--- config.mk ---
export PLATFORM = sky130hd
export DESIGN_NAME = md_issue_ctrl
export DESIGN_NICKNAME = d
export VERILOG_FILES = /design/src/rtl/md_issue_ctrl_pkg.sv /design/src/rtl/md_issue_ctrl_lat_counter.sv /design/src/rtl/md_issue_ctrl.sv
export SDC_FILE = /design/constraint.sdc
export NUM_CORES = 1
export LEC_CHECK = 0
export ABC_AREA = 1
export CORE_MARGIN = 10
export CORE_UTILIZATION = 25
export DETAILED_ROUTE_END_ITERATION = 7
export PLACE_DENSITY = 0.9
export SLEW_MARGIN = 40
export SYNTH_ARGS = -nofsm -noshare
export SYNTH_HDL_FRONTEND = slang
export SYNTH_HIERARCHICAL = 1
export SYNTH_SLANG_ARGS = --single-unit
--- constraint.sdc ---
create_clock -name clk -period 3 [get_ports clk]
set_clock_uncertainty 0.2 [all_clocks]
set_input_delay 0.6 -clock clk [delete_from_list [all_inputs] [get_ports clk]]
set_output_delay 0.6 -clock clk [all_outputs]
set_load 0.05 [all_outputs]
--- src/rtl/md_issue_ctrl_pkg.sv ---
// Shared constants for the multiply/divide issue path: MDU op codes (also used
// by the unit itself), mfhi/mflo select codes, controller state encoding and
// default unit latencies.
package md_issue_ctrl_pkg;

    typedef enum logic [2:0] {
        MDU_NONE  = 3'd0,
        MDU_MULT  = 3'd1,
        MDU_MULTU = 3'd2,
        MDU_DIV   = 3'd3,
        MDU_DIVU  = 3'd4,
        MDU_MTHI  = 3'd5,
        MDU_MTLO  = 3'd6
    } mdu_op_e;

    typedef enum logic [1:0] {
        MF_NONE = 2'd0,
        MF_HI   = 2'd1,
        MF_LO   = 2'd2
    } mf_sel_e;

    typedef enum logic {
        ST_IDLE = 1'b0,
        ST_RUN  = 1'b1
    } md_state_e;

    localparam int MUL_LAT_DEF = 5;
    localparam int DIV_LAT_DEF = 10;

    // Ops that occupy the unit for a full multiply/divide schedule.
    function automatic logic is_md_op(input logic [2:0] op);
        return (op == MDU_MULT) || (op == MDU_MULTU) ||
               (op == MDU_DIV)  || (op == MDU_DIVU);
    endfunction

    // Single-cycle HI/LO writes.
    function automatic logic is_mt_op(input logic [2:0] op);
        return (op == MDU_MTHI) || (op == MDU_MTLO);
    endfunction

endpackage

--- src/rtl/md_issue_ctrl_lat_counter.sv ---
// Shadow latency down-counter: loads the unit's occupancy on issue, counts
// down while running and flags the edge on which it reaches zero.
module md_lat_counter #(
    parameter int W = 4
) (
    input  logic         clk,
    input  logic         reset,
    input  logic         load,
    input  logic [W-1:0] load_val,
    input  logic         dec,
    output logic         done
);

    logic [W-1:0] cnt;

    // Load has priority; decrement saturates at zero.
    always_ff @(posedge clk or posedge reset) begin
        if (reset) begin
            cnt <= '0;
        end else if (load) begin
            cnt <= load_val;
        end else if (dec && (cnt != '0)) begin
            cnt <= cnt - 1'b1;
        end
    end

    // Terminal count: this edge takes the counter from 1 to 0.
    assign done = dec && (cnt == W'(1));

endmodule

--- src/rtl/md_issue_ctrl.sv ---
// E-stage issue controller for the multiply/divide unit. Issues one start
// pulse (or one mthi/mtlo write) per instruction, shadows the unit's busy
// window with a latency counter, stalls D for MD-class instructions and
// muxes HI/LO for mfhi/mflo.
// Optional build macro: MDCTL_CHECK_EN adds a sticky shadow/busy mismatch
// flag on chk_err; without it chk_err is tied low.
//
// state | meaning
// IDLE  | no multiply/divide in flight, new MD op may issue
// RUN   | unit busy with multiply/divide, counter running down
module md_issue_ctrl
    import md_issue_ctrl_pkg::*;
#(
    parameter int MUL_LAT = MUL_LAT_DEF,
    parameter int DIV_LAT = DIV_LAT_DEF
) (
    input  logic        clk,
    input  logic        reset,
    input  logic [2:0]  e_op,
    input  logic [31:0] e_a,
    input  logic [31:0] e_b,
    input  logic        e_hold,
    input  logic [1:0]  e_mf_sel,
    input  logic        d_md_use,
    input  logic        int_req,
    input  logic        mdu_busy,
    input  logic [31:0] mdu_hi,
    input  logic [31:0] mdu_lo,
    output logic        mdu_start,
    output logic [2:0]  mdu_op,
    output logic [31:0] mdu_a,
    output logic [31:0] mdu_b,
    output logic        stall_d,
    output logic [31:0] mf_data,
    output logic        chk_err
);

    md_state_e  state;
    logic       issued;
    logic       is_md;
    logic       is_mt;
    logic       fire;
    logic       cnt_done;
    logic [3:0] lat_sel;

    assign is_md = is_md_op(e_op);
    assign is_mt = is_mt_op(e_op);

    // The issued flag blocks re-issue while E is frozen on the same instruction.
    assign fire      = (state == ST_IDLE) && !int_req && !issued && (is_md || is_mt);
    assign mdu_start = fire && is_md;
    assign mdu_op    = fire ? e_op : 3'(MDU_NONE);
    assign mdu_a     = e_a;
    assign mdu_b     = e_b;
    assign stall_d   = d_md_use && ((state == ST_RUN) || mdu_start);

    assign lat_sel = ((e_op == MDU_MULT) || (e_op == MDU_MULTU)) ? 4'(MUL_LAT) : 4'(DIV_LAT);

    md_lat_counter #(.W(4)) u_lat_counter (
        .clk      (clk),
        .reset    (reset),
        .load     (mdu_start),
        .load_val (lat_sel),
        .dec      (state == ST_RUN),
        .done     (cnt_done)
    );

    // Issue FSM and one-issue-per-instruction flag.
    always_ff @(posedge clk or posedge reset) begin
        if (reset) begin
            state  <= ST_IDLE;
            issued <= 1'b0;
        end else begin
            case (state)
                ST_IDLE: if (mdu_start) state <= ST_RUN;
                ST_RUN:  if (cnt_done)  state <= ST_IDLE;
            endcase
            issued <= e_hold && (issued || fire);
        end
    end

    // HI/LO read mux for mfhi/mflo.
    always_comb begin
        mf_data = '0;
        case (e_mf_sel)
            MF_HI:   mf_data = mdu_hi;
            MF_LO:   mf_data = mdu_lo;
            default: mf_data = '0;
        endcase
    end

`ifdef MDCTL_CHECK_EN
    logic chk_err_q;

    // Sticky flag when the shadow RUN window disagrees with the unit's busy.
    always_ff @(posedge clk or posedge reset) begin
        if (reset) begin
            chk_err_q <= 1'b0;
        end else if (mdu_busy != (state == ST_RUN)) begin
            chk_err_q <= 1'b1;
        end
    end

    assign chk_err = chk_err_q;
`else
    logic unused_busy;
    assign unused_busy = mdu_busy;
    assign chk_err     = 1'b0;
`endif

endmodule

# Word-level counts from Yosys, hierarchy flattened
# Index checks and enable logic that the tools add are counted.
# classes
n_addsub,1
n_eq_ne,9
muxes,8
bitwise_logic,1
reduce_logical,19
# ops
cell,count
$pmux W32 S2,1
$mux W4,3
$eq A3 B3 Y1 const B,3
$logic_and A1 B1 Y1,8
$logic_or A1 B1 Y1,7
$eq A3 B2 Y1 const B,2
$eq A4 B1 Y1 const B,1
$reduce_bool A4 Y1,1
$sub A4 B1 Y4 const B,1
$eq A3 B1 Y1 const B,1
$mux W3,1
$eq A2 B1 Y1 const B,1
$eq A2 B2 Y1 const B,1
$logic_not A1 Y1,2
$mux W1,2
$pmux W1 S2,1
$reduce_bool A2 Y1,1
$not A1 Y1,1
# totals
regBits,6
word_cells,41

# Depth between registers and ports, before layout
# Gate-level depths: netlist (run 1).
# logic_depth
ltp_word,9
mapped_depth,10
ltp_nobuf,10

# Cells and area by module
# Netlist (run 1), hierarchy kept.
# by_module_without_submodules
module,instances,cells_each,area_per_inst_um2,seq_area_each_um2
md_issue_ctrl,1,205,1273.7,50.0
md_lat_counter,1,40,282.8,100.1

# Worst setup path before layout (run 1)
# OpenSTA, ideal clock, no wires.
# synth_timing
kind,input to output
start,in e_mf_sel[0]
end,out mf_data[10]
arrival_ns,1.937
path_slack_ns,0.263
path_stages,4
path_buffers,1
path_cell_list,inv_1 -> ha_1 -> buf_2 -> a21oi_1
# synth_between
elab_chain_cells,2
# synth_lines
item,line_no,source
from (decl),md_issue_ctrl.sv:23,"input logic [1:0] e_mf_sel,"
$eq A2 B2 Y1 / $eq A2 B1 Y1 (equally long branches),md_issue_ctrl.sv:85,case (e_mf_sel)
$pmux W32 S2 (*),md_issue_ctrl.sv:85,
to (decl),md_issue_ctrl.sv:34,"output logic [31:0] mf_data,"
# Every way passes the cells marked *; elsewhere a longest branch is shown, timed or not.

# Worst setup path in the final report (run 1)
# layout_timing
start,in e_mf_sel[0]
end,out mf_data[1]
# The elaborated chain is that of the path after synthesis.

==> results of run 1 <==
==> per-stage QoR <==
step / setup WS (ns) / util (%) / cells
6_report: 0.162 / 37.9 / 362
4_1_cts: 0.164 / 37.9 / 362
5_1_grt: 0.109 / 37.9 / 362
2_1_floorplan: 0.263 / - / 245
3_3_place_gp: 0.172 / 37.2 / 359
3_5_place_dp: 0.177 / 37.2 / 359
==> where the power goes <==
group	internal, mW	leakage [nW]	switching [mW]	total, mW
clock network	0.0856	0.0216	0.0283	0.114
logic	0.273	0.879	0.364	0.637
registers	0.121	0.0731	0.0376	0.158
total	0.479	0.974	0.430	0.909
==> worst min-delay path by stage <==
stage                                       to  slack (ns)  cells past startpoint
final                     u_lat_counter/cnt[3]        0.33                      2
after global routing      u_lat_counter/cnt[3]        0.36                      2
after CTS                 u_lat_counter/cnt[3]        0.33                      2
after detailed placement  u_lat_counter/cnt[3]        0.33                      2
after global placement    u_lat_counter/cnt[3]        0.32                      2
after floorplan                         issued        0.14                      1
==> final cells by class <==
| class | instances | area (um2) | share of cell area, % |
|---|---|---|---|
| inverter | 20 | 75.1 | 3.31 |
| tap | 75 | 93.8 | 4.14 |
| multi-input combinational | 145 | 777 | 34.3 |
| sequential | 6 | 150 | 6.62 |
| timing repair buffer | 113 | 1130 | 49.9 |
| clock buffer | 3 | 41.3 | 1.82 |
==> Yosys cell counts (2+ instances only) <==
master	number	share of area, %
a21oi_2	29	16
buf_2	5	1.6
inv_2	2	0.48
nand3_1	4	1.3
inv_1	18	4.3
dfrtp_1	6	9.6
buf_6	3	2.2
a21oi_1	5	1.6
buf_4	66	32
nand2_1	84	20
o21ai_1	3	0.96
o21ai_0	4	1.3
ha_1	4	3.2
nor2_1	5	1.2
==> worst register-to-register path, cell delays in order (launching register included) <==
cell and delay (ns):
dfrtp_1 0.43, nor3_4 0.23, nand2_1 0.11, inv_1 0.24, inv_2 0.10, or2_0 0.22, nand3_1 0.09, nand2_1 0.05
==> layout by cell type (no fill, tap or decap) <==
master and n:
inv_2 2, and3_1 1, conb_1 1, xnor2_1 1, or2_0 1, buf_12 8, a21oi_1 5, nor3_4 1
o21ai_1 3, a21oi_2 29, inv_1 18, nand2_4 1, nor2_1 5, nand3_1 4, ha_1 4, clkbuf_8 3
buf_4 32, dfrtp_1 6, o21ai_0 4, clkdlybuf4s50_1 73, nand2_1 84, nand2_2 1
==> flip-flops by register name (all words and copies together) (netlist names) <==
register and flops:
state 1, u_lat_counter/cnt 4, issued 1
==> layer usage <==
layer / routed length, um / up-vias
met4: 282 / 0
met2: 2810 / 100
met3: 687 / 44
li1: - / 777
met5: 0 / -
met1: 2200 / 701
==> logic make-up (layout without fill, tap and decap cells) <==
logic type,count (synthesis),after routing
buf+inv,94,136
other cells,1,1
simple gates,98,98
xor+xnor,1,1
compound gates,41,41
flops,6,6
fa+ha+maj,4,4
==> metrics.md, run 1 <==
| Metric | Value |
|---|---|
| Status | `finished clean` |
| Synth Warn # | `6` |
| Post_cts resized | `0` |
| Vias in the first global route | `1638` |
| Die X | `98.9 um` |
| Max Cap Violations | `0` |
| Synth Area in XOR/XNOR | `0.563%` |
| Startpoint types | `input port` |
| Req. time, crit path | `2.20 ns` |
| Mapped Avg Cell Area | `6.35 um2` |
| Mux cell area share after synthesis | `0%` |
| DR pass1 iterations | `4` |
| Mapped Area | `1560 um2` |
| Crit. path cell count | `6` |
| Hold WS | `0.334 ns` |
| CP Launch Point | `e_mf_sel[0]` |
| Hpwl dp | `5090 um` |
| Cts hold-fix bufs | `0` |
| Setup TNS | `0 ns` |
| Initial antenna violation count | `0` |
| Syn Inst Count | `245` |
| Synth Area in Compound Gates | `20.2%` |
| TritonCTS Buffers | `3` |
| CP endpoint kind | `output port` |
| Iteration-0 DRC Markers | `37` |
| Gp weighted congestion | `0.832` |
| Met2 usage | `18.8%` |
| Clk slew on worst S/H paths | `0.03 ns` |
| Worst min path class | `reg -> reg` |
| First-pass GRT wire length | `8770 um` |
| Final Setup Violations | `0` |
| Lkg Pwr | `0.974 nW` |
| CTS tree | `built` |
| Total Power | `909 uW` |
| Initial core utilization | `26.0%` |
| Distinct cells, synth | `21` |
| CP Max Fanout | `32` |
| Final wirelength | `5980 um` |
| Via/cell ratio | `4.48` |
| Reg-to-reg setup timing slack | `1.23 ns` |
| Largest family of logic cells by synthesized area | `buffers and inverters` |
| Adder-cell share of the synthesized area | `3.22%` |
| Routed length per placed instance | `16.5 um` |
| EDFF count, synth | `0` |
| Fin crit period | `2.84 ns` |
| Crit path largest cell delay | `0.48 ns` |
| Drt drc | `0` |
| Die Footprint | `9780 um2` |
| Final Max Slew Viols | `0` |
| Antenna Cells | `0` |
| GRT Residual Overflow | `0` |
| Tcrit/Tclk final | `94.6%` |
| Synth Register Bits | `6` |
| Power Density | `401 nW/um2` |
| Unrepaired setup endpoints after global routing | `false` |
| GR peak layer | `met2` |
| GR Util met1 | `11.1%` |
| Root buffer cell | `clkbuf_8` |
| Postcts setup bufs | `0` |
| Design Area, Final | `2270 um2` |
| Critical path, cell by cell | `clkdlybuf4s50_1, inv_1, ha_1, buf_12, a21oi_2, buf_4` |
| GRT Overall Usage | `11.0%` |
| Worst hold start | `u_lat_counter/cnt[3]` |
| Remaining antenna violation count | `0` |
| CP max-delay cell | `clkdlybuf4s50_1` |
| Reg2Reg Depth | `7` |
| Dpl cell area | `2230 um2` |
| Sequential fraction of the synthesis area | `9.65%` |
| Max clock buf depth | `2` |
| VDD IR max | `407 uV` |
| CP arrival | `2.04 ns` |
| Share of layout cells above drive strength 1 | `26.8%` |
| Port Buf Inserts | `110` |
| Dominant synthesized flop cell | `dfrtp_1` |
| Worst R2R End | `u_lat_counter/cnt[3]` |
| CP bufs+invs | `4` |
| Die Height | `98.9 um` |
| Met3 usage | `4.47%` |
| Filler cells | `607` |
| Top delay family on crit path | `buffers and inverters` |
| Num Clock Sinks | `6` |
| Largest net degree at the start of global routing | `33` |
| Worst setup endpoint | `mf_data[1]` |
| Clock H-tree levels | `1` |
| Row count | `28` |
| Core area | `5990 um2` |
| Fmax | `352 MHz` |
| Syn_nets | `388` |
| Clk_lat worst skew | `0.21 ns` |
| IO Count | `241` |
| NumNets Final | `432` |
| Simple-Gate Fraction of Synth Area | `25.7%` |
| Setup CP Type | `in -> out` |
| Final hold vios | `0` |
| FFs w/ async S/R, synth | `100%` |
| Reg-to-reg startpoint | `state` |
| Via count | `1622` |
| P&R area growth vs syn | `45.7%` |
Note: power is estimated with default switching activity, not from simulation.
==> run 2: changes to the inputs <==
--- a/config.mk
+++ b/config.mk
@@ -9,8 +9,8 @@
 export CORE_MARGIN = 10
 export CORE_UTILIZATION = 25
 export DETAILED_ROUTE_END_ITERATION = 7
+export MAX_ROUTING_LAYER = met4
 export PLACE_DENSITY = 0.9
-export SLEW_MARGIN = 40
 export SYNTH_ARGS = -nofsm -noshare
 export SYNTH_HDL_FRONTEND = slang
 export SYNTH_HIERARCHICAL = 1
==> run 2 against run 1 <==
Against the previous run: register-to-register slack about the same; combinational power up 0.9%; sequential share of layout area unchanged; worst setup slack better by 0.013 ns; global-route usage up 0.53 points; largest cell class unchanged; highest routed layer unchanged.
==> metrics.md, run 2 (synthesis gave the netlist of run 1 again) <==
| Metric | Value |
|---|---|
| Status | `finished clean` |
| Initial antenna violation count | `0 (unchanged)` |
| Die Footprint | `9780 um2 (unchanged)` |
| TritonCTS Buffers | `3 (unchanged)` |
| Final core occ | `37.9% (unchanged)` |
| Dpl cell area | `2230 um2 (unchanged)` |
| Most common cell after layout, fill and taps aside | `nand2_1` |
| Final wirelength | `5920 um (-0.90%)` |
| Core area | `5990 um2 (unchanged)` |
| Gp weighted congestion | `0.863 (+3.8%)` |
| Root buffer cell | `clkbuf_8` |
| Vias in the first global route | `1605 (-2.0%)` |
| Post_cts resized | `0 (unchanged)` |
| Req. time, crit path | `2.20 ns (about the same)` |
| Hold WS | `0.332 ns (-0.00159 ns)` |
| Initial core utilization | `26.0% (unchanged)` |
| Die X | `98.9 um (unchanged)` |
| First-pass GRT wire length | `8920 um (+1.7%)` |
| P&R area growth vs syn | `45.7% (unchanged)` |
| Final Setup Violations | `0 (unchanged)` |
| Final setup margin | `0.175 ns (+0.0129 ns)` |
| CP endpoint kind | `output port` |
| Clk slew on worst S/H paths | `0.04 ns (about the same)` |
| Layout Cells excl Fill | `362 (unchanged)` |
| CTS tree | `built` |
| Min-Delay Path Depth | `2 (unchanged)` |
| GRT Residual Overflow | `0 (unchanged)` |
| Top delay family on crit path | `buffers and inverters` |
| Fmax | `354 MHz (+0.46%)` |
| Die Height | `98.9 um (unchanged)` |
| GRT Overall Usage | `11.5% (+0.53 points)` |
| Startpoint types | `input port` |
| Cts hold-fix bufs | `0 (unchanged)` |
| Reg2Reg Depth | `7 (unchanged)` |
| CP max-delay cell | `clkdlybuf4s50_1` |
| Reg-to-reg startpoint | `state` |
| Pre-CTS setup slack | `0.180 ns (+0.00274 ns)` |
| Share of layout cells above drive strength 1 | `26.8% (unchanged)` |
| Setup TNS | `0 ns (unchanged)` |
| Num Clock Sinks | `6 (unchanged)` |
| Lkg Pwr | `0.974 nW (unchanged)` |
| Postcts setup bufs | `0 (unchanged)` |
| Worst min path class | `reg -> reg` |
| DR pass1 iterations | `4 (unchanged)` |
| Antenna Cells | `0 (unchanged)` |
| Remaining antenna violation count | `0 (unchanged)` |
| Max FFs per register | `4 (unchanged)` |
| Total Power | `927 uW (+2.0%)` |
| Row count | `28 (unchanged)` |
| Max Cap Violations | `0 (unchanged)` |
| Critical path, cell by cell | `clkdlybuf4s50_1, inv_1, ha_1, buf_12, a21oi_2, buf_4` |
| Reg-to-reg setup timing slack | `1.23 ns (about the same)` |
| Worst Hold Path EP | `u_lat_counter/cnt[3]` |
| Max clock buf depth | `2 (unchanged)` |
| Setup CP Type | `in -> out` |
| Power Density | `409 nW/um2 (+2.0%)` |
| CP arrival | `2.03 ns (about the same)` |
| Port Buf Inserts | `110 (unchanged)` |
| Worst R2R End | `u_lat_counter/cnt[3]` |
| Largest net degree at the start of global routing | `33 (unchanged)` |
| Via/cell ratio | `4.44 (-0.86%)` |
| Iteration-0 DRC Markers | `25 (-32%)` |
| Tcrit/Tclk final | `94.2% (-0.43 points)` |
| Most frequent cells in the layout | `nand2_1 (84), clkdlybuf4s50_1 (73), buf_4 (32), a21oi_2 (29), inv_1 (18)` |
| Final Max Slew Viols | `0 (unchanged)` |
| Most flop-heavy register | `u_lat_counter/cnt` |
| IO Count | `241 (unchanged)` |
| VDD IR max | `414 uV (+1.7%)` |
| Unrepaired setup endpoints after global routing | `false` |
| Drt drc | `0 (unchanged)` |
| Fin crit period | `2.83 ns (-0.0129 ns)` |
| Clk_lat worst skew | `0.23 ns (+0.02 ns)` |
| Hpwl dp | `4960 um (-2.5%)` |
| NumNets Final | `432 (unchanged)` |
| Top Registers | `u_lat_counter/cnt: 4 flops, issued: 1 flops, state: 1 flops` |
| Crit. path cell count | `6 (unchanged)` |
| Cell count after placement | `359 (unchanged)` |
| Routed length per placed instance | `16.4 um (-0.90%)` |
| Worst hold start | `u_lat_counter/cnt[3]` |
| Final hold vios | `0 (unchanged)` |
| Via count | `1608 (-0.86%)` |
| CP Max Fanout | `32 (unchanged)` |
| Clock H-tree levels | `1 (unchanged)` |
| Crit path largest cell delay | `0.48 ns (about the same)` |
| CP bufs+invs | `4 (unchanged)` |
| Design Area, Final | `2270 um2 (unchanged)` |
run 2: area by class of cell:
| cell class | count | area [um2] |
|---|---|---|
| repair buffers | 113 | 1130 |
| inverters | 20 | 75.1 |
| clock buffers | 3 | 41.3 |
| well taps | 75 | 93.8 |
| multi-input cells | 145 | 777 |
| flip-flops and latches | 6 | 150 |
| fillers | 598 | 3720 |
run 2: power breakdown:
part / total [mW] / switching, mW / internal (mW)
combinational: 0.643 / 0.370 / 0.272
sequential: 0.159 / 0.0381 / 0.121
clock: 0.126 / 0.0392 / 0.0866
total: 0.927 / 0.448 / 0.480
run 2: layer usage:
metal  vias to the layer above  GRT usage, %  part of all wire, %
met5                         -             -                    0
met4                         0          6.84                  4.5
met3                        44          3.98                   13
met2                        92          18.3                   46
met1                       699          12.0                   37
li1                        773             -                    -
run 2: how the worst max path moves through the flow:
stage	endpoint	from
floorplan	mf_data[10]	e_mf_sel[0]
global placement	mf_data[1]	e_mf_sel[0]
detailed placement	mf_data[26]	e_mf_sel[0]
CTS	mf_data[1]	e_mf_sel[0]
global route	mf_data[26]	e_mf_sel[0]
finish	mf_data[1]	e_mf_sel[0]
run 2: worst register-to-register path: stages, from the launching register on:
cell	delay [ns]
dfrtp_1	0.44
nor3_4	0.24
nand2_1	0.11
inv_1	0.23
inv_2	0.10
or2_0	0.20
nand3_1	0.09
nand2_1	0.05
==> run 3: changes to the inputs <==
--- a/config.mk
+++ b/config.mk
@@ -5,12 +5,12 @@
 export SDC_FILE = /design/constraint.sdc
 export NUM_CORES = 1
 export LEC_CHECK = 0
-export ABC_AREA = 1
 export CORE_MARGIN = 10
-export CORE_UTILIZATION = 25
+export CORE_UTILIZATION = 23
 export DETAILED_ROUTE_END_ITERATION = 7
+export HOLD_SLACK_MARGIN = 0.03
 export MAX_ROUTING_LAYER = met4
-export PLACE_DENSITY = 0.9
+export PLACE_DENSITY = 0.88
 export SYNTH_ARGS = -nofsm -noshare
 export SYNTH_HDL_FRONTEND = slang
 export SYNTH_HIERARCHICAL = 1
==> run 3 against run 2 <==
Against the previous run: routed wire length decreased by 5.8%; sequential share of layout area fell by 0.78 points; maximum frequency down 2.2%; count of clock-buffer cells in the layout did not move; worst hold slack got worse by 0.052 ns; combinational power rose by 6.8%; critical path depth unchanged; global-route usage shrank 0.68 points.
==> metrics.md, run 3 <==
| Metric | Value |
|---|---|
| Status | `finished clean` |
| Fmax | `346 MHz (-2.2%)` |
| FFs w/ async S/R, synth | `100% (unchanged)` |
| P&R area growth vs syn | `81.7%` |
| Syn_nets | `342 (-12%)` |
| Most flop-heavy register | `u_lat_counter/cnt` |
| TritonCTS Buffers | `3 (unchanged)` |
| Yosys top cell by area | `buf_4` |
| Final Max Slew Viols | `0 (unchanged)` |
| Port Buf Inserts | `110 (unchanged)` |
| Share of layout cells above drive strength 1 | `23.5% (-3.4 points)` |
| Vias in the first global route | `1614 (+0.56%)` |
| Most common cell after layout, fill and taps aside | `clkdlybuf4s50_1` |
| Synth top area share | `35.0% (+3.2 points)` |
| Dominant synthesized flop cell | `dfrtp_1` |
| GRT Residual Overflow | `0 (unchanged)` |
| Final core occ | `43.2% (+5.3 points)` |
| Final Setup Violations | `0 (unchanged)` |
| NumNets Final | `388 (-10%)` |
| Unrepaired setup endpoints after global routing | `false` |
| Routed length per placed instance | `17.5 um (+7.2%)` |
| Max Cap Violations | `0 (unchanged)` |
| Largest net degree at the start of global routing | `33 (unchanged)` |
| Hpwl dp | `4800 um (-3.3%)` |
| Worst min path class | `reg -> reg` |
| Fin crit period | `2.89 ns (+0.0646 ns)` |
| Core area | `5960 um2 (-0.58%)` |
| Cts hold-fix bufs | `0 (unchanged)` |
| Filler cells | `583 (-2.5%)` |
| GRT Overall Usage | `10.8% (-0.68 points)` |
| Pre-CTS setup slack | `0.0738 ns (-0.106 ns)` |
| Drt drc | `0 (unchanged)` |
| Num Clock Sinks | `6 (unchanged)` |
| CP Max Fanout | `22 (-31%)` |
| Clock H-tree levels | `1 (unchanged)` |
| Setup CP Type | `in -> out` |
| Synth Warn # | `6 (unchanged)` |
| Die X | `98.4 um (-0.47%)` |
| Max clock buf depth | `2 (unchanged)` |
| EDFF count, synth | `0 (unchanged)` |
| Tcrit/Tclk final | `96.3% (+2.2 points)` |
| Power Density | `379 nW/um2 (-7.4%)` |
| Startpoint types | `input port` |
| CP arrival | `2.09 ns (+0.06 ns)` |
| Synth Register Bits | `6 (unchanged)` |
| Mapped Area | `1420 um2 (-9.1%)` |
| Final setup margin | `0.110 ns (-0.0646 ns)` |
| Syn Inst Count | `199 (-19%)` |
| Iteration-0 DRC Markers | `46 (+84%)` |
| DR pass1 iterations | `5 (+1)` |
| Mapped Avg Cell Area | `7.11 um2 (+12%)` |
| Hold WS | `0.280 ns (-0.0519 ns)` |
| Sequential fraction of the synthesis area | `10.6% (+0.96 points)` |
| Final wirelength | `5580 um (-5.8%)` |
| Antenna Cells | `0 (unchanged)` |
| Setup TNS | `0 ns (unchanged)` |
| Row count | `28 (unchanged)` |
| Top Registers | `u_lat_counter/cnt: 4 flops, issued: 1 flops, state: 1 flops` |
| CP endpoint kind | `output port` |
| Most frequent cells in the layout | `clkdlybuf4s50_1 (73), buf_12 (38), a22oi_1 (32), nor2_1 (32), inv_1 (11)` |
| Gp weighted congestion | `0.813 (-5.8%)` |
| IO Count | `241 (unchanged)` |
| Post_cts resized | `0 (unchanged)` |
| VDD IR max | `232 uV (-44%)` |
| Via/cell ratio | `4.70 (+5.8%)` |
| Clk slew on worst S/H paths | `0.04 ns (about the same)` |
| Remaining antenna violation count | `0 (unchanged)` |
| Top post-synthesis cells by area | `buf_4 (35%), a22oi_1 (17%), dfrtp_1 (11%)` |
| Root buffer cell | `clkbuf_8` |
| Lkg Pwr | `1.04 nW (+6.7%)` |
| Clk_lat worst skew | `0.22 ns (about the same)` |
| Postcts setup bufs | `0 (unchanged)` |
| CTS tree | `built` |
| First-pass GRT wire length | `8470 um (-5.0%)` |
| Die Footprint | `9690 um2 (-0.94%)` |
| Initial antenna violation count | `0 (unchanged)` |
| Synth top cells by count | `buf_4 (66), a22oi_1 (32), nor2_1 (32), inv_1 (11), clkbuf_1 (9)` |
| Die Height | `98.4 um (-0.47%)` |
| Req. time, crit path | `2.20 ns (about the same)` |
| Distinct cells, synth | `33 (+57%)` |
| Final hold vios | `0 (unchanged)` |
| Initial core utilization | `23.8% (-2.2 points)` |
| Via count | `1494 (-7.1%)` |
| Max FFs per register | `4 (unchanged)` |
| Top-count cell post-synth | `buf_4` |
run 3: cell types whose count changed in the layout (fill, tap and decap cells not counted), sizes merged, moves of 2 or more:
cell / change
a21oi: -32
o21ai: -5
nor2: +27
nor3: +3
o41ai: +2
inv: -9
nor3b: +3
a22oi: +32
nand3: -4
nand2: -78
buf: +4
run 3: critical path: stages:
cell             delay (ns)
clkdlybuf4s50_1        0.50
inv_1                  0.05
ha_1                   0.30
buf_4                  0.22
nor2_1                 0.24
buf_12                 0.17
run 3: path summary, 6_finish.rpt:
check | startpoint | endpoint | slack (ns) | depth (start not counted)
min | issued | issued | 0.28 | 2
max reg2reg | state | u_lat_counter/cnt[3] | 0.61 | 6
min reg2reg | issued | issued | 0.28 | 2
min in group asynchronous | reset | issued | 0.38 | 2
max | e_mf_sel[0] | mf_data[12] | 0.11 | 6
max in group asynchronous | reset | u_lat_counter/cnt[0] | 2.05 | 2
run 3: logic make-up after synthesis:
| group | synth area share (%) |
|---|---|
| fa+ha+maj | 3.54 |
| other cells | 0.265 |
| flops | 10.6 |
| buf+inv | 41.1 |
| simple gates | 18.8 |
| compound gates | 24.3 |
| mux | 0.707 |
| xor+xnor | 0.619 |
run 3: cell type report:
cell class / count / area [um2] / share of cell area [%]
Multi-Input combinational cell: 106 / 704 / 27.4
Timing Repair Buffer: 117 / 1540 / 59.9
Tap cell: 75 / 93.8 / 3.65
Inverter: 11 / 41.3 / 1.61
Clock buffer: 3 / 41.3 / 1.61
Sequential cell: 6 / 150 / 5.84
run 3: per-stage QoR:
| stage | power (mW) | area (um2) | std cells |
|---|---|---|---|
| global placement | 0.839 | 2530 | 315 |
| global route | 1.04 | 2570 | 318 |
| detailed placement | 0.862 | 2530 | 315 |
| finish | 0.974 | 2570 | 318 |
| floorplan | 0.758 | 1440 | 199 |
| CTS | 0.984 | 2570 | 318 |
run 3: power by group:
group,internal (mW),switching (mW)
sequential,0.118,0.0517
clock,0.0859,0.0311
combinational,0.358,0.328
total,0.563,0.411
run 3: routing by layer:
| metal | up-vias | global-route usage, % | share of wire (%) |
|---|---|---|---|
| met5 | - | - | 0 |
| met2 | 103 | 18.1 | 49 |
| li1 | 705 | - | - |
| met4 | 0 | 3.53 | 3.4 |
| met3 | 26 | 5.52 | 11 |
| met1 | 660 | 10.7 | 37 |
